### config.mk
export PLATFORM = sky130hd
export DESIGN_NAME = response_collector_flat
export DESIGN_NICKNAME = d
export VERILOG_FILES = /design/src/rtl/response_collector_pkg.sv /design/src/rtl/response_collector_if.sv /design/src/rtl/response_collector_rr_arbiter.sv /design/src/rtl/response_collector.sv /design/src/flat_wrapper.sv
export SDC_FILE = /design/constraint.sdc
export NUM_CORES = 1
export LEC_CHECK = 0
export ABC_CLOCK_PERIOD_IN_PS = 9670
export CAP_MARGIN = 25
export CORE_ASPECT_RATIO = 2
export CORE_MARGIN = 8
export CORE_UTILIZATION = 29
export CTS_CLUSTER_DIAMETER = 60
export DETAILED_ROUTE_END_ITERATION = 8
export DONT_BUFFER_PORTS = 1
export GPL_TIMING_DRIVEN = 0
export PLACE_DENSITY = 0.5
export RECOVER_POWER = 50
export REMOVE_ABC_BUFFERS = 1
export SLEW_MARGIN = 5
export SYNTH_ARGS = -nofsm -noshare
export SYNTH_HDL_FRONTEND = slang
export SYNTH_HIERARCHICAL = 1
export SYNTH_SLANG_ARGS = --single-unit
### constraint.sdc
create_clock -name clk -period 9.67 [get_ports clk]
set_input_delay 0.967 -clock clk [delete_from_list [all_inputs] [get_ports clk]]
set_output_delay 0.967 -clock clk [all_outputs]
set_load 0.01 [all_outputs]
### src/rtl/response_collector_pkg.sv
// Shared definitions for the sensor response collector: FSM encoding,
// frame layout and the address-byte format shared with the request dispatcher.
package response_collector_pkg;

  // Sensor address width and the zero padding that fills the address byte
  localparam int unsigned ADDR_W     = 5;
  localparam int unsigned ADDR_PAD_W = 3;
  localparam logic [ADDR_PAD_W-1:0] ADDR_PAD = 3'b000;

  // Frame layout: address byte, then response code, then measurement
  localparam int unsigned FRAME_LEN  = 3;
  localparam int unsigned BYTE_IDX_W = 2;
  localparam logic [BYTE_IDX_W-1:0] BYTE_ADDR = 2'd0;
  localparam logic [BYTE_IDX_W-1:0] BYTE_CODE = 2'd1;
  localparam logic [BYTE_IDX_W-1:0] BYTE_DATA = 2'd2;

  typedef enum logic [1:0] {
    ST_IDLE      = 2'd0,
    ST_CAPTURE   = 2'd1,
    ST_SEND      = 2'd2,
    ST_WAIT_DONE = 2'd3
  } state_e;

endpackage

### src/rtl/response_collector_if.sv
// Bundle of the sensor-response and uart_tx handshake signals.
//   resp_valid/resp_code/resp_data : sensor array -> collector
//   resp_ack                       : collector -> sensor array
//   tx_data/tx_start               : collector -> uart_tx
//   tx_done                        : uart_tx -> collector
//   busy                           : collector status
// slave = collector side, master = sensor array / uart side.
interface response_collector_if #(
  parameter int unsigned N_SENSORS = 8,
  parameter int unsigned DATA_W    = 8
) ();

  logic [N_SENSORS-1:0]        resp_valid;
  logic [N_SENSORS*DATA_W-1:0] resp_code;
  logic [N_SENSORS*DATA_W-1:0] resp_data;
  logic [N_SENSORS-1:0]        resp_ack;
  logic [DATA_W-1:0]           tx_data;
  logic                        tx_start;
  logic                        tx_done;
  logic                        busy;

  modport slave (
    input  resp_valid, resp_code, resp_data, tx_done,
    output resp_ack, tx_data, tx_start, busy
  );

  modport master (
    output resp_valid, resp_code, resp_data, tx_done,
    input  resp_ack, tx_data, tx_start, busy
  );

endinterface

### src/rtl/response_collector_rr_arbiter.sv
// Combinational round-robin arbiter: picks the first set request at or
// above rr_ptr_i, wrapping at N_SENSORS-1 -> 0. The pointer lives in the parent.
//   req_i     : pending request vector
//   rr_ptr_i  : highest-priority index for this decision
//   grant_o   : granted index (valid when any_req_o)
//   any_req_o : at least one request pending
module response_collector_rr_arbiter
  import response_collector_pkg::*;
#(
  parameter int unsigned N_SENSORS = 8
) (
  input  logic [N_SENSORS-1:0] req_i,
  input  logic [ADDR_W-1:0]    rr_ptr_i,
  output logic [ADDR_W-1:0]    grant_o,
  output logic                 any_req_o
);

  localparam int unsigned IDX_W = (N_SENSORS > 1) ? $clog2(N_SENSORS) : 1;
  // ptr + offset stays below 2*N_SENSORS, so one extra bit suffices
  localparam int unsigned SUM_W = ADDR_W + 1;

  logic [SUM_W-1:0] cand;
  logic [IDX_W-1:0] cand_idx;

  // Scan offsets from the far end so the smallest offset wins last
  always_comb begin
    grant_o   = '0;
    any_req_o = 1'b0;
    cand      = '0;
    cand_idx  = '0;
    for (int i = int'(N_SENSORS) - 1; i >= 0; i--) begin
      cand = SUM_W'(rr_ptr_i) + SUM_W'(i);
      if (cand >= SUM_W'(N_SENSORS)) begin
        cand = cand - SUM_W'(N_SENSORS);
      end
      cand_idx = IDX_W'(cand);
      if (req_i[cand_idx]) begin
        grant_o   = ADDR_W'(cand);
        any_req_o = 1'b1;
      end
    end
  end

endmodule

### src/rtl/response_collector.sv
// Collects sensor responses round-robin and serialises each into a 3-byte
// frame {addr, code, data} for uart_tx, one frame in flight at a time.
//   clk, rst_n : clock, asynchronous active-low reset
//   bus        : slave side of response_collector_if
//                (resp_valid/code/data in, resp_ack out,
//                 tx_data/tx_start out, tx_done in, busy out)
module response_collector
  import response_collector_pkg::*;
#(
  parameter int unsigned N_SENSORS = 8,
  parameter int unsigned DATA_W    = 8
) (
  input  logic                 clk,
  input  logic                 rst_n,
  response_collector_if.slave  bus
);

  localparam int unsigned IDX_W = (N_SENSORS > 1) ? $clog2(N_SENSORS) : 1;

  state_e                  state_q, state_d;
  logic [ADDR_W-1:0]       rr_ptr_q, rr_ptr_d;
  logic [BYTE_IDX_W-1:0]   byte_idx_q, byte_idx_d;
  logic [ADDR_W-1:0]       addr_q, addr_d;
  logic [DATA_W-1:0]       code_q, code_d;
  logic [DATA_W-1:0]       data_q, data_d;
  logic [N_SENSORS-1:0]    resp_ack_q, resp_ack_d;
  logic                    tx_start_q, tx_start_d;
  logic [DATA_W-1:0]       tx_data_q, tx_data_d;
  logic                    busy_q, busy_d;

  logic [ADDR_W-1:0]       grant;
  logic                    any_req;
  logic [IDX_W-1:0]        grant_idx;

  logic [DATA_W-1:0]       code_arr [N_SENSORS];
  logic [DATA_W-1:0]       data_arr [N_SENSORS];

  // Unpack the flattened per-sensor buses
  for (genvar g = 0; g < N_SENSORS; g++) begin : g_unpack
    assign code_arr[g] = bus.resp_code[g*DATA_W +: DATA_W];
    assign data_arr[g] = bus.resp_data[g*DATA_W +: DATA_W];
  end

  response_collector_rr_arbiter #(
    .N_SENSORS (N_SENSORS)
  ) u_rr_arbiter (
    .req_i     (bus.resp_valid),
    .rr_ptr_i  (rr_ptr_q),
    .grant_o   (grant),
    .any_req_o (any_req)
  );

  assign grant_idx = IDX_W'(grant);

  // Frame byte selector over the frozen capture registers
  function automatic logic [DATA_W-1:0] frame_byte(
    input logic [BYTE_IDX_W-1:0] idx,
    input logic [ADDR_W-1:0]     addr,
    input logic [DATA_W-1:0]     code,
    input logic [DATA_W-1:0]     data
  );
    logic [DATA_W-1:0] b;
    case (idx)
      BYTE_ADDR: b = DATA_W'({ADDR_PAD, addr});
      BYTE_CODE: b = code;
      default:   b = data;
    endcase
    return b;
  endfunction

  // Next-state and next-output logic; outputs are computed for the state
  // being entered so that they appear registered in that state.
  always_comb begin
    state_d    = state_q;
    rr_ptr_d   = rr_ptr_q;
    byte_idx_d = byte_idx_q;
    addr_d     = addr_q;
    code_d     = code_q;
    data_d     = data_q;
    resp_ack_d = '0;
    tx_start_d = 1'b0;
    tx_data_d  = tx_data_q;

    case (state_q)
      ST_IDLE: begin
        if (any_req) begin
          addr_d     = grant;
          code_d     = code_arr[grant_idx];
          data_d     = data_arr[grant_idx];
          resp_ack_d = N_SENSORS'(1) << grant;
          state_d    = ST_CAPTURE;
        end
      end
      ST_CAPTURE: begin
        byte_idx_d = BYTE_ADDR;
        tx_start_d = 1'b1;
        tx_data_d  = frame_byte(BYTE_ADDR, addr_q, code_q, data_q);
        state_d    = ST_SEND;
      end
      ST_SEND: begin
        // tx_done here (even coincident with tx_start) is not the end of this byte
        state_d = ST_WAIT_DONE;
      end
      ST_WAIT_DONE: begin
        if (bus.tx_done) begin
          if (byte_idx_q == BYTE_IDX_W'(FRAME_LEN - 1)) begin
            rr_ptr_d = (addr_q == ADDR_W'(N_SENSORS - 1)) ? '0 : addr_q + ADDR_W'(1);
            state_d  = ST_IDLE;
          end else begin
            byte_idx_d = byte_idx_q + BYTE_IDX_W'(1);
            tx_start_d = 1'b1;
            tx_data_d  = frame_byte(byte_idx_q + BYTE_IDX_W'(1), addr_q, code_q, data_q);
            state_d    = ST_SEND;
          end
        end
      end
      default: begin
        state_d = ST_IDLE;
      end
    endcase

    busy_d = (state_d != ST_IDLE);
  end

  // State and output registers
  always_ff @(posedge clk or negedge rst_n) begin
    if (!rst_n) begin
      state_q    <= ST_IDLE;
      rr_ptr_q   <= '0;
      byte_idx_q <= '0;
      addr_q     <= '0;
      code_q     <= '0;
      data_q     <= '0;
      resp_ack_q <= '0;
      tx_start_q <= 1'b0;
      tx_data_q  <= '0;
      busy_q     <= 1'b0;
    end else begin
      state_q    <= state_d;
      rr_ptr_q   <= rr_ptr_d;
      byte_idx_q <= byte_idx_d;
      addr_q     <= addr_d;
      code_q     <= code_d;
      data_q     <= data_d;
      resp_ack_q <= resp_ack_d;
      tx_start_q <= tx_start_d;
      tx_data_q  <= tx_data_d;
      busy_q     <= busy_d;
    end
  end

  assign bus.resp_ack = resp_ack_q;
  assign bus.tx_start = tx_start_q;
  assign bus.tx_data  = tx_data_q;
  assign bus.busy     = busy_q;

endmodule

### src/flat_wrapper.sv
// flat-port wrapper written by rule: the top's interface ports become plain ports
module response_collector_flat import response_collector_pkg::*;
#(
  parameter int unsigned N_SENSORS = 8,
  parameter int unsigned DATA_W    = 8
)
  (clk, rst_n, bus_resp_valid, bus_resp_code, bus_resp_data, bus_tx_done, bus_resp_ack, bus_tx_data, bus_tx_start, bus_busy);
  response_collector_if #(.N_SENSORS(N_SENSORS), .DATA_W(DATA_W)) bus_i ();
  input  logic clk;
  input  logic rst_n;
  input wire logic [$bits(bus_i.resp_valid)-1:0] bus_resp_valid;
  input wire logic [$bits(bus_i.resp_code)-1:0] bus_resp_code;
  input wire logic [$bits(bus_i.resp_data)-1:0] bus_resp_data;
  input wire logic [$bits(bus_i.tx_done)-1:0] bus_tx_done;
  output wire logic [$bits(bus_i.resp_ack)-1:0] bus_resp_ack;
  output wire logic [$bits(bus_i.tx_data)-1:0] bus_tx_data;
  output wire logic [$bits(bus_i.tx_start)-1:0] bus_tx_start;
  output wire logic [$bits(bus_i.busy)-1:0] bus_busy;
  assign bus_i.resp_valid = bus_resp_valid;
  assign bus_i.resp_code = bus_resp_code;
  assign bus_i.resp_data = bus_resp_data;
  assign bus_i.tx_done = bus_tx_done;
  assign bus_resp_ack = bus_i.resp_ack;
  assign bus_tx_data = bus_i.tx_data;
  assign bus_tx_start = bus_i.tx_start;
  assign bus_busy = bus_i.busy;
  response_collector #(.N_SENSORS(N_SENSORS), .DATA_W(DATA_W)) u_core (.clk(clk), .rst_n(rst_n), .bus(bus_i));
endmodule
==> flow_metrics.env, run 1 <==
export IMPL_final_cell_mix="sky130_fd_sc_hd__mux2i_1 (74), sky130_fd_sc_hd__nand2_1 (64), sky130_fd_sc_hd__dfrtp_1 (48), sky130_fd_sc_hd__o21ai_0 (39), sky130_fd_sc_hd__a22oi_1 (35)"
export IMPL_place_ws_ns=4.213
export IMPL_rsz0062_at_grt="false"
export IMPL_io_pins=157
export IMPL_number_of_antenna_violations_at_the_first_check_in_global_routing=1
export IMPL_timing_worst_setup_path_type="flip-flop to flip-flop"
export IMPL_die_area_um2=20950
export IMPL_route_detailed_wl_per_inst_um=19.40
export IMPL_nNetsFinal=660
export IMPL_drtAntennaViolNets=0
export IMPL_fin_setup_tns_ns=0
export IMPL_layout_area_overhead_vs_synth_pct=7.652
export IMPL_crit_path_end_kind="flip-flop"
export IMPL_dpl_hpwl_um=10960
export IMPL_ys_types=58
export IMPL_grt_start_max_net_pins=49
export IMPL_detail_route_wirelength_um=13740
export IMPL_cts_root_buffer="sky130_fd_sc_hd__clkbuf_16"
export IMPL_gp_congestion=0.8137
export IMPL_p_leak_nw=2.113
export IMPL_tritoncts="built"
export IMPL_cts_num_sinks=48
export IMPL_fp_row_count=66
export IMPL_period_utilization=0.5221
export IMPL_syn_area_per_cell_um2=9.050
export IMPL_grt_usage=0.1307
export IMPL_cts_repair_timing_setup_buffer_count=0
export IMPL_finalSetupViolations=0
export IMPL_synthFlopType="sky130_fd_sc_hd__dfrtp_1"
export IMPL_synthesis_area_um2=4742
export IMPL_synth_cells=524
export IMPL_ir_drop_mv=0.3921
export IMPL_worstMarginPinSlew_ns=0.8689
export IMPL_grt_overflow_total=0
export IMPL_cts_inserted_buffers=5
export IMPL_min_period_ns=5.049
export IMPL_initial_core_utilization=0.2945
export IMPL_critPathLaunchType="flip-flop"
export IMPL_count_of_final_hold_check_violations=0
export IMPL_iteration_0_drc_count_of_the_detailed_router=121
export IMPL_ys_seq_elements=48
export IMPL_ys_async_sr_fraction=1.000
export IMPL_detail_route_vias_per_cell=5.424
export IMPL_run_status="completed"
export IMPL_cts_resized=0
export IMPL_critical_path_peak_fanout=24
export IMPL_worstPathRequired_ns=9.88
export IMPL_fp_dieW_um=106.4
export IMPL_route_detailed_drc=0
export IMPL_fin_max_slew_vios=0
export IMPL_hold_path_class="input pin to asynchronous set/reset pin"
export IMPL_filler_cell_count=1664
export IMPL_postLayoutSetupSlackWorst_ns=4.621
export IMPL_die_height_um=196.8
export IMPL_fp_coreArea_um2=16100
export IMPL_first_global_vias=4287
export IMPL_power_per_cell_area_nw_per_um2=490.1
export IMPL_clock_skew_final_ns=0.009410
export IMPL_dr_pass1_iters=4
export IMPL_port_buffers=0
export IMPL_critPathArrivalTime_ns=5.26
export IMPL_post_synth_edffs=0
export IMPL_via_count=3840
export IMPL_clk_latency_ns=0.29
export IMPL_grt_pass1_wl_um=22360
export IMPL_cts_hold_buf=0
export IMPL_clk_pin_slew_worst_paths_ns=0.07
export IMPL_layout_cells_most_common="sky130_fd_sc_hd__mux2i_1"
export IMPL_cts_max_level=2
export IMPL_synth_warnings=6
export IMPL_top_achievable_clock_speed_ghz=0.1981
export IMPL_layout_drive_gt1_share=0.1213
export IMPL_max_cap_viol_count=0
export IMPL_max_slew_margin=0.4207
export IMPL_max_clock_path_buffers=2
export IMPL_yosysSeqAreaShare=0.2533
[area by class of cell]
cell class	count	area, um2	share of cell area
Sequential cell	48	1201	0.2353
Tap cell	204	255.2	0.05000
Clock inverter	2	16.27	0.003186
Timing Repair Buffer	9	150.1	0.02941
Inverter	14	52.55	0.01029
Antenna cell	1	2.502	0.0004902
Clock buffer	6	128.9	0.02525
Multi-Input combinational cell	424	3298	0.6461
[final timing paths]
path | startpoint | endpoint | slack, ns | depth (start not counted)
min in group clk | u_core/data_q[2]$_DFFE_PN0P_ | u_core/data_q[2]$_DFFE_PN0P_ | 0.48 | 2
setup reg to reg | u_core/rr_ptr_q[2]$_DFFE_PN0P_ | u_core/code_q[1]$_DFFE_PN0P_ | 4.62 | 14
max in group asynchronous | rst_n | u_core/bus.tx_data[2]$_DFFE_PN0P_ | 9.19 | 0
hold reg to reg | u_core/data_q[2]$_DFFE_PN0P_ | u_core/data_q[2]$_DFFE_PN0P_ | 0.48 | 2
hold / removal | rst_n | u_core/addr_q[4]$_DFFE_PN0P_ | 0.38 | 0
setup / recovery | u_core/rr_ptr_q[2]$_DFFE_PN0P_ | u_core/code_q[1]$_DFFE_PN0P_ | 4.62 | 14
[where the power goes]
group / switching, mW / total (mW) / internal [mW]
registers: 0.107 / 0.387 / 0.281
clock network: 0.0740 / 0.170 / 0.0964
logic: 1.07 / 1.94 / 0.873
total: 1.25 / 2.50 / 1.25
[worst max-delay path: stages, from the launching register on]
cell and delay, ns:
sky130_fd_sc_hd__dfrtp_1 0.82, sky130_fd_sc_hd__inv_1 0.38, sky130_fd_sc_hd__ha_1 0.56, sky130_fd_sc_hd__mux4_2 0.55, sky130_fd_sc_hd__mux2_2 0.32, sky130_fd_sc_hd__and2_1 0.18
sky130_fd_sc_hd__a21oi_1 0.16, sky130_fd_sc_hd__a21oi_1 0.12, sky130_fd_sc_hd__a31oi_4 0.74, sky130_fd_sc_hd__buf_12 0.29, sky130_fd_sc_hd__buf_12 0.22, sky130_fd_sc_hd__mux2i_1 0.10
sky130_fd_sc_hd__a22oi_1 0.30, sky130_fd_sc_hd__nand2_1 0.08, sky130_fd_sc_hd__o21ai_0 0.14
[state kept, by name (all words and copies together) (netlist names)]
name                 count
u_core/addr_q            5
u_core/code_q            8
u_core/bus.tx_data       8
u_core/bus.resp_ack      8
u_core/bus.tx_start      1
u_core/rr_ptr_q          5
u_core/state_q           2
u_core/data_q            8
u_core/bus.busy          1
u_core/byte_idx_q        2
[cell usage after synthesis (7+ instances only)]
cell type	count	area [um2]
sky130_fd_sc_hd__a21oi_1	19	95.09
sky130_fd_sc_hd__a22oi_1	35	262.8
sky130_fd_sc_hd__buf_2	17	85.08
sky130_fd_sc_hd__buf_4	7	52.55
sky130_fd_sc_hd__clkbuf_1	12	45.04
sky130_fd_sc_hd__dfrtp_1	48	1201
sky130_fd_sc_hd__ha_1	19	237.7
sky130_fd_sc_hd__inv_1	14	52.55
sky130_fd_sc_hd__mux2_2	12	135.1
sky130_fd_sc_hd__mux2i_1	74	740.7
sky130_fd_sc_hd__mux4_2	12	270.3
sky130_fd_sc_hd__nand2_1	64	240.2
sky130_fd_sc_hd__nand3_1	10	50.05
sky130_fd_sc_hd__nand3b_1	7	52.55
sky130_fd_sc_hd__nor2_1	21	78.83
sky130_fd_sc_hd__nor2b_1	9	56.30
sky130_fd_sc_hd__o21ai_0	39	195.2
sky130_fd_sc_hd__o21ai_1	7	35.03
sky130_fd_sc_hd__xnor2_1	11	96.34
[metal layers]
metal / wire length, um / global-route usage / up-vias
li1: - / - / 1894
met5: 0 / 0 / -
met1: 5813 / 0.1568 / 1777
met4: 149 / 0.03307 / 0
met2: 6678 / 0.2183 / 163
met3: 1096 / 0.04285 / 6
[through the flow]
step                area (um2)  total power, mW  std cells  hold slack (ns)    util
floorplan                 4537            1.993        486           0.4497       -
global placement          4792            2.296        690           0.4664  0.2976
detailed placement        4897            2.314        696           0.4715  0.3041
CTS                       5042            2.497        704           0.3592  0.3131
global route              5105            2.750        708           0.3556  0.3170
finish                    5105            2.502        708           0.3752  0.3170
[cells by family after synthesis]
group,count (synthesis),synth area share
xor gates and xnor gates,15,0.02929
adders and majority gates,19,0.05013
and+or+nand+nor,141,0.1472
DFF,48,0.2533
AOI/OAI and AO/OA,145,0.2042
buffers and inverters,52,0.05435
muxes,104,0.2615
(Power assumes the default switching activity.)
==> inputs of run 2 (changes only) <==
Settings changed: ABC_AREA set to 1, ABC_CLOCK_PERIOD_IN_PS 9670 to 4200, PLACE_DENSITY 0.5 to 0.51.
Clock period 9.67 ns to 4.2 ns, I/O delays scaled along.
==> run 2 against run 1 <==
- the flow now finishes with violations (capacitance limit, slew limit)
- critical path depth rose by 6
- clock skew fell by 0.0052 ns
- sequential cell count did not move
- maximum frequency rose by 31%
- register-to-register slack got worse by 4.3 ns
- cell count rose by 43%
- design area rose by 2.1%
- worst hold slack improved by 0.030 ns
- clock-buffer cell count did not move
- die area rose by 1.7%
- routed wire length rose by 8.2%
- via count rose by 28%
- critical endpoint is now u_core/data_q[4]$_DFFE_PN0P_
==> flow_metrics.env, run 2 <==
export IMPL_critical_path_peak_fanout=31
export IMPL_detail_route_vias_per_cell=4.863
export IMPL_grt_overflow_total=0
export IMPL_fp_row_count=67
export IMPL_layout_area_overhead_vs_synth_pct=7.820
export IMPL_layout_drive_gt1_share=0.06849
export IMPL_critical_path_startpoint="u_core/rr_ptr_q[0]$_DFFE_PN0P_"
export IMPL_post_synth_most_frequent_cells="sky130_fd_sc_hd__nand2_1 (331), sky130_fd_sc_hd__nand3_1 (147), sky130_fd_sc_hd__inv_1 (94)"
export IMPL_drtAntennaViolNets=0
export IMPL_dpl_hpwl_um=11470
export IMPL_critPathArrivalTime_ns=4.05
export IMPL_cts_inserted_buffers=5
export IMPL_rsz0062_at_grt="false"
export IMPL_number_of_antenna_violations_at_the_first_check_in_global_routing=0
export IMPL_yosys_cell_count_top_type="sky130_fd_sc_hd__nand2_1"
export IMPL_max_slew_margin=-0.7875
export IMPL_synthesis_area_um2=4832
export IMPL_grt_start_max_net_pins=68
export IMPL_final_cell_mix="sky130_fd_sc_hd__nand2_1 (330), sky130_fd_sc_hd__nand3_1 (147), sky130_fd_sc_hd__inv_1 (94), sky130_fd_sc_hd__dfrtp_1 (45), sky130_fd_sc_hd__nor2_1 (42)"
export IMPL_period_utilization=0.9206
export IMPL_die_height_um=198.6
export IMPL_post_synth_edffs=0
export IMPL_ys_seq_elements=48
export IMPL_fin_max_slew_vios=49
export IMPL_nNetsFinal=960
export IMPL_cts_root_buffer="sky130_fd_sc_hd__clkbuf_16"
export IMPL_clk_pin_slew_worst_paths_ns=0.07
export IMPL_cts_num_sinks=48
export IMPL_max_cap_viol_count=1
export IMPL_final_cell_area_um2=5210
export IMPL_dr_pass1_iters=4
export IMPL_finalSetupViolations=0
export IMPL_fin_setup_tns_ns=0
export IMPL_diodes=0
export IMPL_fp_coreArea_um2=16510
export IMPL_synthFlopType="sky130_fd_sc_hd__dfrtp_1"
export IMPL_ys_types=36
export IMPL_port_buffers=0
export IMPL_ff2ff_path_depth=20
export IMPL_route_detailed_wl_per_inst_um=14.72
export IMPL_post_route_util=0.3155
export IMPL_initial_core_utilization=0.2926
export IMPL_first_global_vias=4851
export IMPL_grt_pass1_wl_um=23900
export IMPL_yosysSeqAreaShare=0.2486
export IMPL_io_pins=157
export IMPL_worstPathRequired_ns=4.38
export IMPL_hold_path_class="input pin to flip-flop"
export IMPL_timing_worst_setup_path_type="flip-flop to flip-flop"
export IMPL_synth_warnings=6
export IMPL_crit_path_end_kind="flip-flop"
export IMPL_min_period_ns=3.867
export IMPL_syn_area_per_cell_um2=5.864
export IMPL_r2r_start="u_core/rr_ptr_q[0]$_DFFE_PN0P_"
export IMPL_worstMarginPinSlew_ns=2.681
export IMPL_clock_skew_final_ns=0.004250
export IMPL_synth_area_leaders="sky130_fd_sc_hd__nand2_1 (26%), sky130_fd_sc_hd__dfrtp_1 (25%), sky130_fd_sc_hd__nand3_1 (15%)"
export IMPL_cts_max_level=2
export IMPL_r2r_end="u_core/data_q[4]$_DFFE_PN0P_"
export IMPL_ff2ff_setup_slack_ns=0.33
export IMPL_dpl_cell_area_um2=4976
export IMPL_route_detailed_drc=0
export IMPL_worst_case_hold_slack_ns=0.4054
export IMPL_layout_cells_most_common="sky130_fd_sc_hd__nand2_1"
export IMPL_gp_congestion=0.8332
export IMPL_tritoncts="built"
export IMPL_timing_critical_path_to="u_core/data_q[4]$_DFFE_PN0P_"
export IMPL_clk_latency_ns=0.29
export IMPL_critPathLaunchType="flip-flop"
export IMPL_ys_async_sr_fraction=1.000
export IMPL_via_count=4912
export IMPL_grt_usage=0.1371
export IMPL_synthDominantAreaCellType="sky130_fd_sc_hd__nand2_1"
export IMPL_top_achievable_clock_speed_ghz=0.2586
export IMPL_run_status="finished, violations left"
export IMPL_iteration_0_drc_count_of_the_detailed_router=213
export IMPL_violations="capacitance limit, slew limit"
export IMPL_count_of_final_hold_check_violations=0
export IMPL_die_area_um2=21300
export IMPL_detail_route_wirelength_um=14860
export IMPL_synth_cells=824
export IMPL_cts_repair_timing_setup_buffer_count=0
export IMPL_yosysTopAreaCellShare=0.2571
export IMPL_max_clock_path_buffers=2
export IMPL_fp_dieW_um=107.3
==> run 2: cell types whose count changed in the layout (fill, tap and decap cells not counted), sizes merged, moves of 22 or more <==
cell	previous run	this run
o21ai	46	24
nor2	21	48
mux2i	75	1
nand3	10	154
nand2	64	343
inv	14	100
a22oi	35	0
==> run 2: through the flow <==
stage	instances	setup WS [ns]
final	1010	0.3335
after global routing	1010	0.01974
after CTS	1009	0.03578
after detailed placement	999	-0.2518
after global placement	996	-2.144
after floorplan	789	-0.09167
==> run 2: per-layer routing <==
layer | track usage | share of wire
met2 | 0.2191 | 0.46
met3 | 0.03115 | 0.063
met1 | 0.1807 | 0.46
met5 | 0 | 0
met4 | 0.03360 | 0.011
==> run 2: repair_timing <==
| action | in CTS | in global routing |
|---|---|---|
| gates resized for setup | 4 | 2 |
| hold buffers | 2 | 0 |
| endpoints found under the setup margin | 23 | 21 |
| endpoints found under the hold margin | 48 | 0 |
| pin swaps | 0 | 0 |
==> run 2: how the worst min path moves through the flow <==
stage / startpoint / endpoint / slack [ns] / cells past startpoint
after global routing: bus_resp_code[19] / u_core/code_q[3]$_DFFE_PN0P_ / 0.42 / 4
after global placement: rst_n / u_core/bus.resp_ack[2]$_DFF_PN0_ / 0.13 / 0
after CTS: bus_resp_code[34] / u_core/code_q[2]$_DFFE_PN0P_ / 0.40 / 4
final: bus_resp_data[20] / u_core/data_q[4]$_DFFE_PN0P_ / 0.41 / 4
after floorplan: rst_n / u_core/addr_q[0]$_DFFE_PN0P_ / 0.12 / 0
after detailed placement: rst_n / u_core/bus.resp_ack[2]$_DFF_PN0_ / 0.13 / 0
==> run 2: area by class of cell <==
class / instances / area, um2
Clock buffer: 6 / 138.9
Clock inverter: 2 / 38.79
Fill cell: 1860 / 11300
Inverter: 103 / 392.9
Multi-Input combinational cell: 638 / 3067
Sequential cell: 48 / 1205
Tap cell: 207 / 259.0
Timing Repair Buffer: 6 / 108.9
==> run 2: cell families after synthesis <==
family,after synthesis,synth area share
fa+ha+maj,19,0.04920
buf+inv,138,0.1199
compound gates,55,0.06370
mux,1,0.002072
flops,48,0.2486
simple gates,556,0.5039
xor+xnor,7,0.01269
==> run 2: critical path: stages (launching register included) <==
cell	delay (ns)
sky130_fd_sc_hd__dfrtp_2	0.58
sky130_fd_sc_hd__inv_2	0.23
sky130_fd_sc_hd__ha_1	0.53
sky130_fd_sc_hd__inv_1	0.18
sky130_fd_sc_hd__nand3_1	0.16
sky130_fd_sc_hd__nand3_2	0.10
sky130_fd_sc_hd__nand2_2	0.12
sky130_fd_sc_hd__and2_4	0.16
sky130_fd_sc_hd__nand2_1	0.04
sky130_fd_sc_hd__nand3_1	0.06
sky130_fd_sc_hd__nand2_1	0.05
sky130_fd_sc_hd__nand2_1	0.06
sky130_fd_sc_hd__nand2_1	0.09
sky130_fd_sc_hd__a21oi_4	0.24
sky130_fd_sc_hd__buf_12	0.23
sky130_fd_sc_hd__clkinvlp_4	0.33
sky130_fd_sc_hd__buf_16	0.27
sky130_fd_sc_hd__nand3_1	0.09
sky130_fd_sc_hd__nand2_1	0.07
sky130_fd_sc_hd__nand2_1	0.06
sky130_fd_sc_hd__nand3_1	0.06
Power of run 2 is not shown: default switching activity piles up to over one toggle a cycle in this logic, so the estimate is an artifact.
